--- src/rtl/div_rate_arbiter.sv ---
// div_rate_arbiter
//
// Shares one rate-selectable clock divider among NREQ requesters. Requesters
// are served in round-robin order. The granted requester's 2-bit rate code
// is applied to the divider's sel input only on a toggle of the divider
// output, so a period is never cut short. Each applied rate is then held for
// at least HOLD output toggles before another requester can take over.
//
// Parameters:
//   NREQ    - number of requesters (2..8)
//   HOLD    - minimum number of q_in toggles a granted rate stays applied (>=1)
//   DEF_SEL - rate code driven on sel after reset
//
// Ports:
//   clk      in   single clock domain
//   rst      in   asynchronous reset, active-high
//   req      in   NREQ level-sensitive request lines
//   req_sel  in   rate code of requester i on bits [2i+1:2i]
//   q_in     in   divider output q, fed back
//   sel      out  rate code driven to the divider
//   gnt      out  one-hot grant, zero when nothing is granted
//   busy     out  high whenever the arbiter is not idle
//   sw_done  out  one-cycle pulse on the cycle sel takes a new value
//
// Build option:
//   DIV_ARB_SYNC_EN - when defined, q_in passes through a two-flop
//                     synchronizer before toggle detection, so the divider
//                     may sit in an unrelated clock domain. This adds two
//                     cycles between a q_in toggle and the sel update.

module div_rate_arbiter #(
    parameter int         NREQ    = 4,
    parameter int         HOLD    = 8,
    parameter logic [1:0] DEF_SEL = 2'b00
) (
    input  logic              clk,
    input  logic              rst,
    input  logic [NREQ-1:0]   req,
    input  logic [2*NREQ-1:0] req_sel,
    input  logic              q_in,
    output logic [1:0]        sel,
    output logic [NREQ-1:0]   gnt,
    output logic              busy,
    output logic              sw_done
);

    localparam int              LW       = (NREQ > 1) ? $clog2(NREQ) : 1;
    localparam int              HW       = (HOLD > 0) ? $clog2(HOLD + 1) : 1;
    localparam logic [HW-1:0]   HOLD_CNT = HW'(HOLD);
    localparam logic [LW-1:0]   LAST_RST = LW'(NREQ - 1);
    localparam logic [NREQ-1:0] ONE      = NREQ'(1);

    typedef enum logic [1:0] {
        S_IDLE,
        S_ARB,
        S_WAIT_EDGE,
        S_HOLD
    } state_t;

    state_t          state;
    logic            q_s;
    logic            q_d;
    logic            tog;
    logic [HW-1:0]   hcnt;
    logic [LW-1:0]   last;
    logic [1:0]      pend;
    logic            found;
    logic [LW-1:0]   win;
    logic [1:0]      win_sel;
    logic            others;

`ifdef DIV_ARB_SYNC_EN
    logic [1:0] sync_q;

    // Two-flop synchronizer so q_in may come from another clock domain.
    always_ff @(posedge clk or posedge rst) begin
        if (rst) begin
            sync_q <= 2'b00;
        end else begin
            sync_q <= {sync_q[0], q_in};
        end
    end

    assign q_s = sync_q[1];
`else
    assign q_s = q_in;
`endif

    // Delayed copy of the (possibly synchronized) divider output.
    always_ff @(posedge clk or posedge rst) begin
        if (rst) begin
            q_d <= 1'b0;
        end else begin
            q_d <= q_s;
        end
    end

    assign tog = q_s ^ q_d;

    // Round-robin search starting just after the most recent winner.
    always_comb begin
        found = 1'b0;
        win   = last;
        for (int k = 1; k <= NREQ; k++) begin
            if (!found && req[(int'(last) + k) % NREQ]) begin
                found = 1'b1;
                win   = LW'((int'(last) + k) % NREQ);
            end
        end
    end

    assign win_sel = req_sel[{win, 1'b0} +: 2];

    // Any requester other than the current owner is waiting.
    assign others = |(req & ~(ONE << last));

    // Arbitration FSM; all outputs are registered here.
    always_ff @(posedge clk or posedge rst) begin
        if (rst) begin
            state   <= S_IDLE;
            sel     <= DEF_SEL;
            gnt     <= '0;
            busy    <= 1'b0;
            sw_done <= 1'b0;
            hcnt    <= '0;
            last    <= LAST_RST;
            pend    <= DEF_SEL;
        end else begin
            sw_done <= 1'b0;
            case (state)
                S_IDLE: begin
                    gnt <= '0;
                    if (|req) begin
                        state <= S_ARB;
                        busy  <= 1'b1;
                    end
                end

                S_ARB: begin
                    if (!found) begin
                        gnt   <= '0;
                        state <= S_IDLE;
                        busy  <= 1'b0;
                    end else begin
                        gnt  <= ONE << win;
                        last <= win;
                        pend <= win_sel;
                        hcnt <= '0;
                        // A code already on the divider needs no edge wait.
                        if (win_sel == sel) begin
                            state <= S_HOLD;
                        end else begin
                            state <= S_WAIT_EDGE;
                        end
                    end
                end

                S_WAIT_EDGE: begin
                    // Withdrawal takes priority over a coincident toggle.
                    if (!req[last]) begin
                        gnt   <= '0;
                        state <= S_IDLE;
                        busy  <= 1'b0;
                    end else if (tog) begin
                        sel     <= pend;
                        sw_done <= 1'b1;
                        hcnt    <= '0;
                        state   <= S_HOLD;
                    end
                end

                S_HOLD: begin
                    if (hcnt == HOLD_CNT) begin
                        if (!req[last]) begin
                            gnt   <= '0;
                            state <= S_IDLE;
                            busy  <= 1'b0;
                        end else if (others) begin
                            gnt   <= '0;
                            state <= S_ARB;
                        end
                    end else if (tog) begin
                        hcnt <= hcnt + 1'b1;
                    end
                end

                default: begin
                    gnt   <= '0;
                    state <= S_IDLE;
                    busy  <= 1'b0;
                end
            endcase
        end
    end

endmodule

--- config.mk ---
export PLATFORM = sky130hd
export DESIGN_NAME = div_rate_arbiter
export DESIGN_NICKNAME = d
export VERILOG_FILES = /design/src/rtl/div_rate_arbiter.sv
export SDC_FILE = /design/constraint.sdc
export NUM_CORES = 1
export LEC_CHECK = 0
export CAP_MARGIN = 20
export CORE_MARGIN = 2
export CORE_UTILIZATION = 45
export DETAILED_ROUTE_END_ITERATION = 16
export GPL_ROUTABILITY_DRIVEN = 0
export GPL_TIMING_DRIVEN = 0
export PLACE_DENSITY = 0.66
export SYNTH_ARGS = -nofsm -noshare
export SYNTH_HDL_FRONTEND = slang
export SYNTH_SLANG_ARGS = --single-unit
--- constraint.sdc ---
create_clock -name clk -period 5.27 [get_ports clk]
set_clock_uncertainty 0.2 [all_clocks]
set_input_delay 0.527 -clock clk [delete_from_list [all_inputs] [get_ports clk]]
set_output_delay 0.527 -clock clk [all_outputs]
set_load 0.005 [all_outputs]
==> results of run 1 <==
## through the flow
| stage | worst slack (ns) | util | cells | area (um^2) |
|---|---|---|---|---|
| floorplan | 1.92 | - | 148 | 1410 |
| global placement | 1.70 | 0.549 | 201 | 1650 |
| detailed placement | 1.64 | 0.549 | 201 | 1650 |
| CTS | 1.64 | 0.558 | 205 | 1680 |
| global route | 1.42 | 0.558 | 205 | 1680 |
| finish | 1.64 | 0.558 | 205 | 1680 |
## worst min-delay path by stage
stage	to	slack, ns	cells after the start	from
after floorplan	hcnt[2]	0.26	1	hcnt[2]
after global routing	hcnt[2]	0.33	1	hcnt[2]
after CTS	pend[0]	0.31	1	pend[0]
final	gnt[0]	0.31	1	gnt[0]
after global placement	gnt[3]	0.28	2	gnt[3]
after detailed placement	gnt[2]	0.27	2	gnt[2]
## placed cells by master, fill, tap and decap left out, types with 2 or more instances in the layout
| cell type | instances |
|---|---|
| clkdlybuf4s50_1 | 20 |
| dfrtp_1 | 17 |
| inv_1 | 14 |
| o21ai_0 | 10 |
| nand2_1 | 10 |
| mux2_2 | 6 |
| ha_1 | 6 |
| o22ai_1 | 5 |
| a21oi_1 | 5 |
| clkbuf_1 | 4 |
| nor2_1 | 4 |
| nor3_1 | 4 |
| nand2b_1 | 3 |
| mux2i_1 | 3 |
| o221ai_1 | 3 |
| clkbuf_4 | 3 |
| buf_2 | 2 |
| mux4_2 | 2 |
| nand3b_1 | 2 |
| and2_1 | 2 |
| buf_6 | 2 |
| and3_1 | 2 |
| o22a_1 | 2 |
| nor3b_1 | 2 |
| nor2b_1 | 2 |
| a32o_1 | 2 |
| nand3_1 | 2 |
| o211ai_1 | 2 |
| a21boi_0 | 2 |
| dfstp_2 | 2 |
## registers in the layout, summed over array words and instances (netlist names)
| name | flops |
|---|---|
| busy | 1 |
| gnt | 4 |
| hcnt | 4 |
| last | 2 |
| pend | 2 |
| q_d | 1 |
| sel | 2 |
| state | 2 |
| sw_done | 1 |
## cell type report
cell class,instances,area (um^2)
plain buffers,9,55.1
inverters,15,56.3
clock inverters,1,5.00
fillers,288,1330
repair buffers,20,200
flip-flops and latches,19,478
well taps,33,41.3
clock buffers,3,22.5
multi-input cells,105,818
## logic make-up after synthesis
family | share of synthesized area
XOR/XNOR | 0.0124
AND/OR/NAND/NOR | 0.146
AO/OA/AOI/OAI | 0.232
multiplexers | 0.131
flip-flops | 0.340
buffers and inverters | 0.0791
adder cells (fa/ha/maj) | 0.0604
## power groups by stage
stage	clock network, uW	registers, uW	logic (uW)
after floorplan	0	244	471
after global placement	0	244	613
after detailed placement	0	247	631
after CTS	76.3	245	632
after global routing	81.7	255	695
final	74.6	245	630
## metal layers
| layer | up-vias | wire length [um] | global-route usage |
|---|---|---|---|
| met5 | - | 0 | 0 |
| met2 | 24 | 1350 | 0.304 |
| met4 | 0 | 63 | 0.0952 |
| met3 | 5 | 85 | 0.0260 |
| li1 | 588 | - | - |
| met1 | 570 | 1380 | 0.242 |
==> qor.yml, run 1 <==
sta:
  slew-limit-headroom: 0.546
  rsz_0062_raised_after_global_routing: "no"
  report.final.hold_viol_count: 0
  slew_limit_fails: 0
  finalCritPeriodShare: 0.689
  timing.setup.tns_ns: 0
  fmaxAchievable_mhz: 275
  fin_hold_ws_ns: 0.311
  setup-violations-final: 0
  period_minus_ws_final_ns: 3.63
  worst-slew-pin-transition_ns: 0.681
routing:
  drt-initial-drc-count: 35
  vias_per_cell: 5.79
  vias: 1187
  detail_route.wl_per_cell_um: 14.1
  detail_route.first_pass.iterations: 4
  antenna_violating_nets_post_route: 0
  wirelength_um: 2880
  drc: 0
yosys:
  post_synth_instance_area_um2: 1410
  synth_warnings: 0
  synthMostInstantiatedCell: "dfrtp_1"
  synth.avg_cell_area_um2: 9.51
  synth-seq-cells: 19
  post-synth-top-area-fraction: 0.302
  synth_cell_type_count: 54
  yosys_most_used_dff: "dfrtp_1"
  synth.cells.most_frequent: "dfrtp_1 (17), inv_1 (14), nand2_1 (10), o21ai_0 (10)"
  synthDominantAreaCellType: "dfrtp_1"
  post_syn_nets: 169
  cells_taking_the_most_area_after_synthesis: "dfrtp_1 (30%), ha_1 (5.3%), mux2_2 (4.8%)"
  post_synth_inst_count: 148
  synth_sequential_area_ratio: 0.340
  synth_enable_flop_cells: 0
  async_reset_ff_frac: 1.00
grt:
  first_global_vias: 1164
  global_route_wire_length_before_repair_um: 5040
  grt_use_total: 0.187
  overflow: 0
  grt_antenna_before_repair: 0
  grt_start_max_net_pins: 20
pwr:
  clock_power_share: 0.079
  switching_power_uw: 393
  internal_power_uw: 557
  power_frac_seq: 0.258
  design_power_total_uw: 949
  netSwitchingFraction: 0.414
  irDropWorstVdd_uv: 263
  power.leakage_uw: 0.000713
  combPwrFrac: 0.663
  power_per_cell_area_nw_per_um2: 566
clocking:
  total_setup_buffers_inserted_after_cts: 0
  cts.reportedPaths.clkPinSlew_ns: 0.11
  htree_num_levels: 1
  post_cts_hold_buffer_count: 0
  clk-insertion-delay-late_ns: 0.31
  cts_num_sinks: 19
  post_cts_resize_count: 0
  cts_tree: "yes"
  cts-root-to-sink-buffers: 2
  cts_root_buf: "clkbuf_4"
  tritoncts.num_buffers: 3
worst_setup_path:
  rr_worst_depth: 12
  worst_path_top_cell_family_by_delay: "compound AO/OA/AOI/OAI gates"
  timing.critical_path.required_ns: 5.31
  worstPathMaxFanout: 11
  r2r_end: "state[0]"
  crit_path_cell_trace: "buf_4 > clkinv_1 > ha_1 > buf_6 > mux2_4 > a221oi_2 > a311oi_1 > o31a_1 > buf_6 > mux4_2 > xor2_1 > a211oi_2"
  slowest_delay_ns: 0.56
  reg2reg_slack_ns: 1.64
  crit_start: "last[0]"
  cell_depth_of_the_worst_setup_path: 12
  worst_r2r_startpoint: "last[0]"
  cp_data_arrival_time_ns: 3.67
  setup.worst_path.class: "flip-flop to flip-flop"
  critPathLaunchType: "flip-flop"
  cp_common_cell: "buf_6"
  endpoint: "state[0]"
  critPathCaptureType: "flip-flop"
  slowest_stage: "dfstp_2"
  timing.critical_path.buf_inv: 4
placement:
  dp_hpwl_um: 2240
  buffer_ports.inserted: 20
run:
  drv_cap: 0
finish:
  diodes: 0
  flow.area_growth_from_synthesis_pct: 19.1
  final_layout_size_suffix_gt1_frac: 0.151
  nets: 194
die:
  core.rowCount: 20
  initial_utilization: 0.469
  core-area_um2: 3000
  die_width_um: 59.9
  pin_count: 23
  fp.dieH_um: 59.9
  die_outline_area_um2: 3590
outcome:
  status: "finished, final reports clean"
hold_path:
  hp-class: "flip-flop to flip-flop"
No activity file was read; power rests on OpenSTA's default activity.
==> run 2: changes to the inputs <==
clock period = 3.6 ns   (was 5.27 ns; I/O delays follow)
==> qor.yml, run 2 (synthesized netlist as in run 1, its figures left out) <==
worst_setup_path:
  worstPathMaxFanout: 11  # unchanged
  setup.worst_path.class: "flip-flop to flip-flop"
  cp_data_arrival_time_ns: 3.42  # -0.25 ns
  critPathCaptureType: "flip-flop"
  critPathLaunchType: "flip-flop"
  timing.critical_path.required_ns: 3.64  # -1.67 ns
sta:
  finalCritPeriodShare: 0.939  # +0.250
  setup-violations-final: 0  # unchanged
  rsz_0062_raised_after_global_routing: "no"
  report.final.hold_viol_count: 0  # unchanged
  slew_limit_fails: 0  # unchanged
  fmaxAchievable_mhz: 296  # +7.4%
  period_minus_ws_final_ns: 3.38  # -0.251 ns
  slew-limit-headroom: 0.546  # about the same
  worst-slew-pin-transition_ns: 0.681  # -0.000101 ns
  timing.setup.tns_ns: 0  # unchanged
  final_worst_setup_slack_ns: 0.221  # -1.42 ns
die:
  pin_count: 23  # unchanged
  fp.dieH_um: 59.9  # unchanged
  die_width_um: 59.9  # unchanged
  initial_utilization: 0.469  # unchanged
  core-area_um2: 3000  # unchanged
  die_outline_area_um2: 3590  # unchanged
  core.rowCount: 20  # unchanged
grt:
  grt_start_max_net_pins: 20  # unchanged
  globalRoute.busiestLayer: "met2"
  grt.met3_usage: 0.0260  # unchanged
  grt_use_total: 0.187  # unchanged
  grt_antenna_before_repair: 0  # unchanged
  gr-usage-met2: 0.304  # unchanged
  global_route_wire_length_before_repair_um: 5040  # unchanged
  first_global_vias: 1164  # unchanged
  grt_util_met1: 0.242  # unchanged
  overflow: 0  # unchanged
finish:
  final_cells: 204  # -0.49%
  diodes: 0  # unchanged
  commonest_cells_after_routing_fill_and_taps_aside: "clkdlybuf4s50_1 (20), dfrtp_1 (17), inv_1 (14)"
  flow.area_growth_from_synthesis_pct: 18.9
  finalInstanceArea_um2: 1670  # -0.15%
  layout.cells.most_common: "clkdlybuf4s50_1"
  final_layout_size_suffix_gt1_frac: 0.152  # +0.000884
  largest_registers: "gnt (4), hcnt (4)"
  layout.core_utilization: 0.558  # -0.000833
  nets: 193  # -0.52%
routing:
  detail_route.first_pass.iterations: 4  # unchanged
  wirelength_um: 2880  # unchanged
  antenna_violating_nets_post_route: 0  # unchanged
  vias_per_cell: 5.79  # about the same
  detail_route.wl_per_cell_um: 14.1  # +0.49%
  vias: 1181  # -0.51%
  drt-initial-drc-count: 43  # +23%
  drc: 0  # unchanged
clocking:
  clk-insertion-delay-late_ns: 0.31  # about the same
  cts_num_sinks: 19  # unchanged
  htree_num_levels: 1  # unchanged
  cts_tree: "yes"
  cts-root-to-sink-buffers: 2  # unchanged
  post_cts_hold_buffer_count: 0  # unchanged
  cts.reportedPaths.clkPinSlew_ns: 0.11  # about the same
  tritoncts.num_buffers: 3  # unchanged
  cts_root_buf: "clkbuf_4"
run:
  drv_cap: 0  # unchanged
outcome:
  status: "finished, final reports clean"
placement:
  postPlaceCellArea_um2: 1650  # unchanged
  buffer_ports.inserted: 20  # unchanged
  dpl_worst_slack_ns: -0.0271  # -1.67 ns
  placed_cells: 201  # unchanged
  dp_hpwl_um: 2240  # unchanged
hold_path:
  hp-class: "primary input to async pin"
pwr:
  irDropWorstVdd_uv: 391  # +49%
  power.leakage_uw: 0.000713  # about the same
  power_per_cell_area_nw_per_um2: 831  # +47%
[run 2: cell types whose count changed in the layout (fill, tap and decap cells not counted)]
cell and delta:
buf_2 -1, inv_4 +1, clkinv_1 -1
[run 2: final cells by class]
| class | count | area, um^2 |
|---|---|---|
| Timing Repair Buffer | 20 | 200 |
| Buffer | 8 | 50.0 |
| Fill cell | 288 | 1330 |
| Tap cell | 33 | 41.3 |
| Sequential cell | 19 | 478 |
| Inverter | 15 | 58.8 |
| Multi-Input combinational cell | 105 | 818 |
| Clock inverter | 1 | 5.00 |
| Clock buffer | 3 | 22.5 |
[run 2: critical path, cell delays in order (launching register included)]
cell and delay, ns:
dfstp_2 0.56, buf_4 0.18, inv_4 0.08, ha_1 0.31
buf_6 0.14, mux2_4 0.30, a221oi_2 0.24, a311oi_1 0.07
o31a_1 0.27, buf_6 0.15, mux4_2 0.45, xor2_1 0.17
a211oi_2 0.20
[run 2: metal layers]
metal | up-vias | wire (um) | part of all wire
met5 | - | 0 | 0
met4 | 0 | 63 | 0.022
met3 | 5 | 85 | 0.030
met2 | 24 | 1350 | 0.47
met1 | 566 | 1390 | 0.48
li1 | 586 | - | -
[run 2: what timing repair did]
item                                    CTS  global route
gates resized for setup                   1             1
endpoints found under the hold margin     0             0
buffers inserted                          0             0
endpoints found under the setup margin    1             1
[run 2: through the flow]
step	power, uW	hold slack, ns
final	1390	0.234
after CTS	1400	0.263
after floorplan	1050	0.110
after global routing	1510	0.305
after detailed placement	1290	0.274
after global placement	1260	0.276
[run 2: path summary, 6_finish.rpt]
kind	from	end	slack, ns	cells past startpoint
max reg2reg	last[0]	state[0]	0.22	12
min	rst	sel[1]	0.23	2
max	last[0]	state[0]	0.22	12
min in group clk	gnt[0]	gnt[0]	0.31	1
min reg2reg	gnt[0]	gnt[0]	0.31	1
max in group asynchronous	rst	state[1]	2.52	2
[run 2: power breakdown]
group | internal (uW) | switching [uW]
logic | 465 | 440
clock network | 41.5 | 67.7
registers | 307 | 69.6
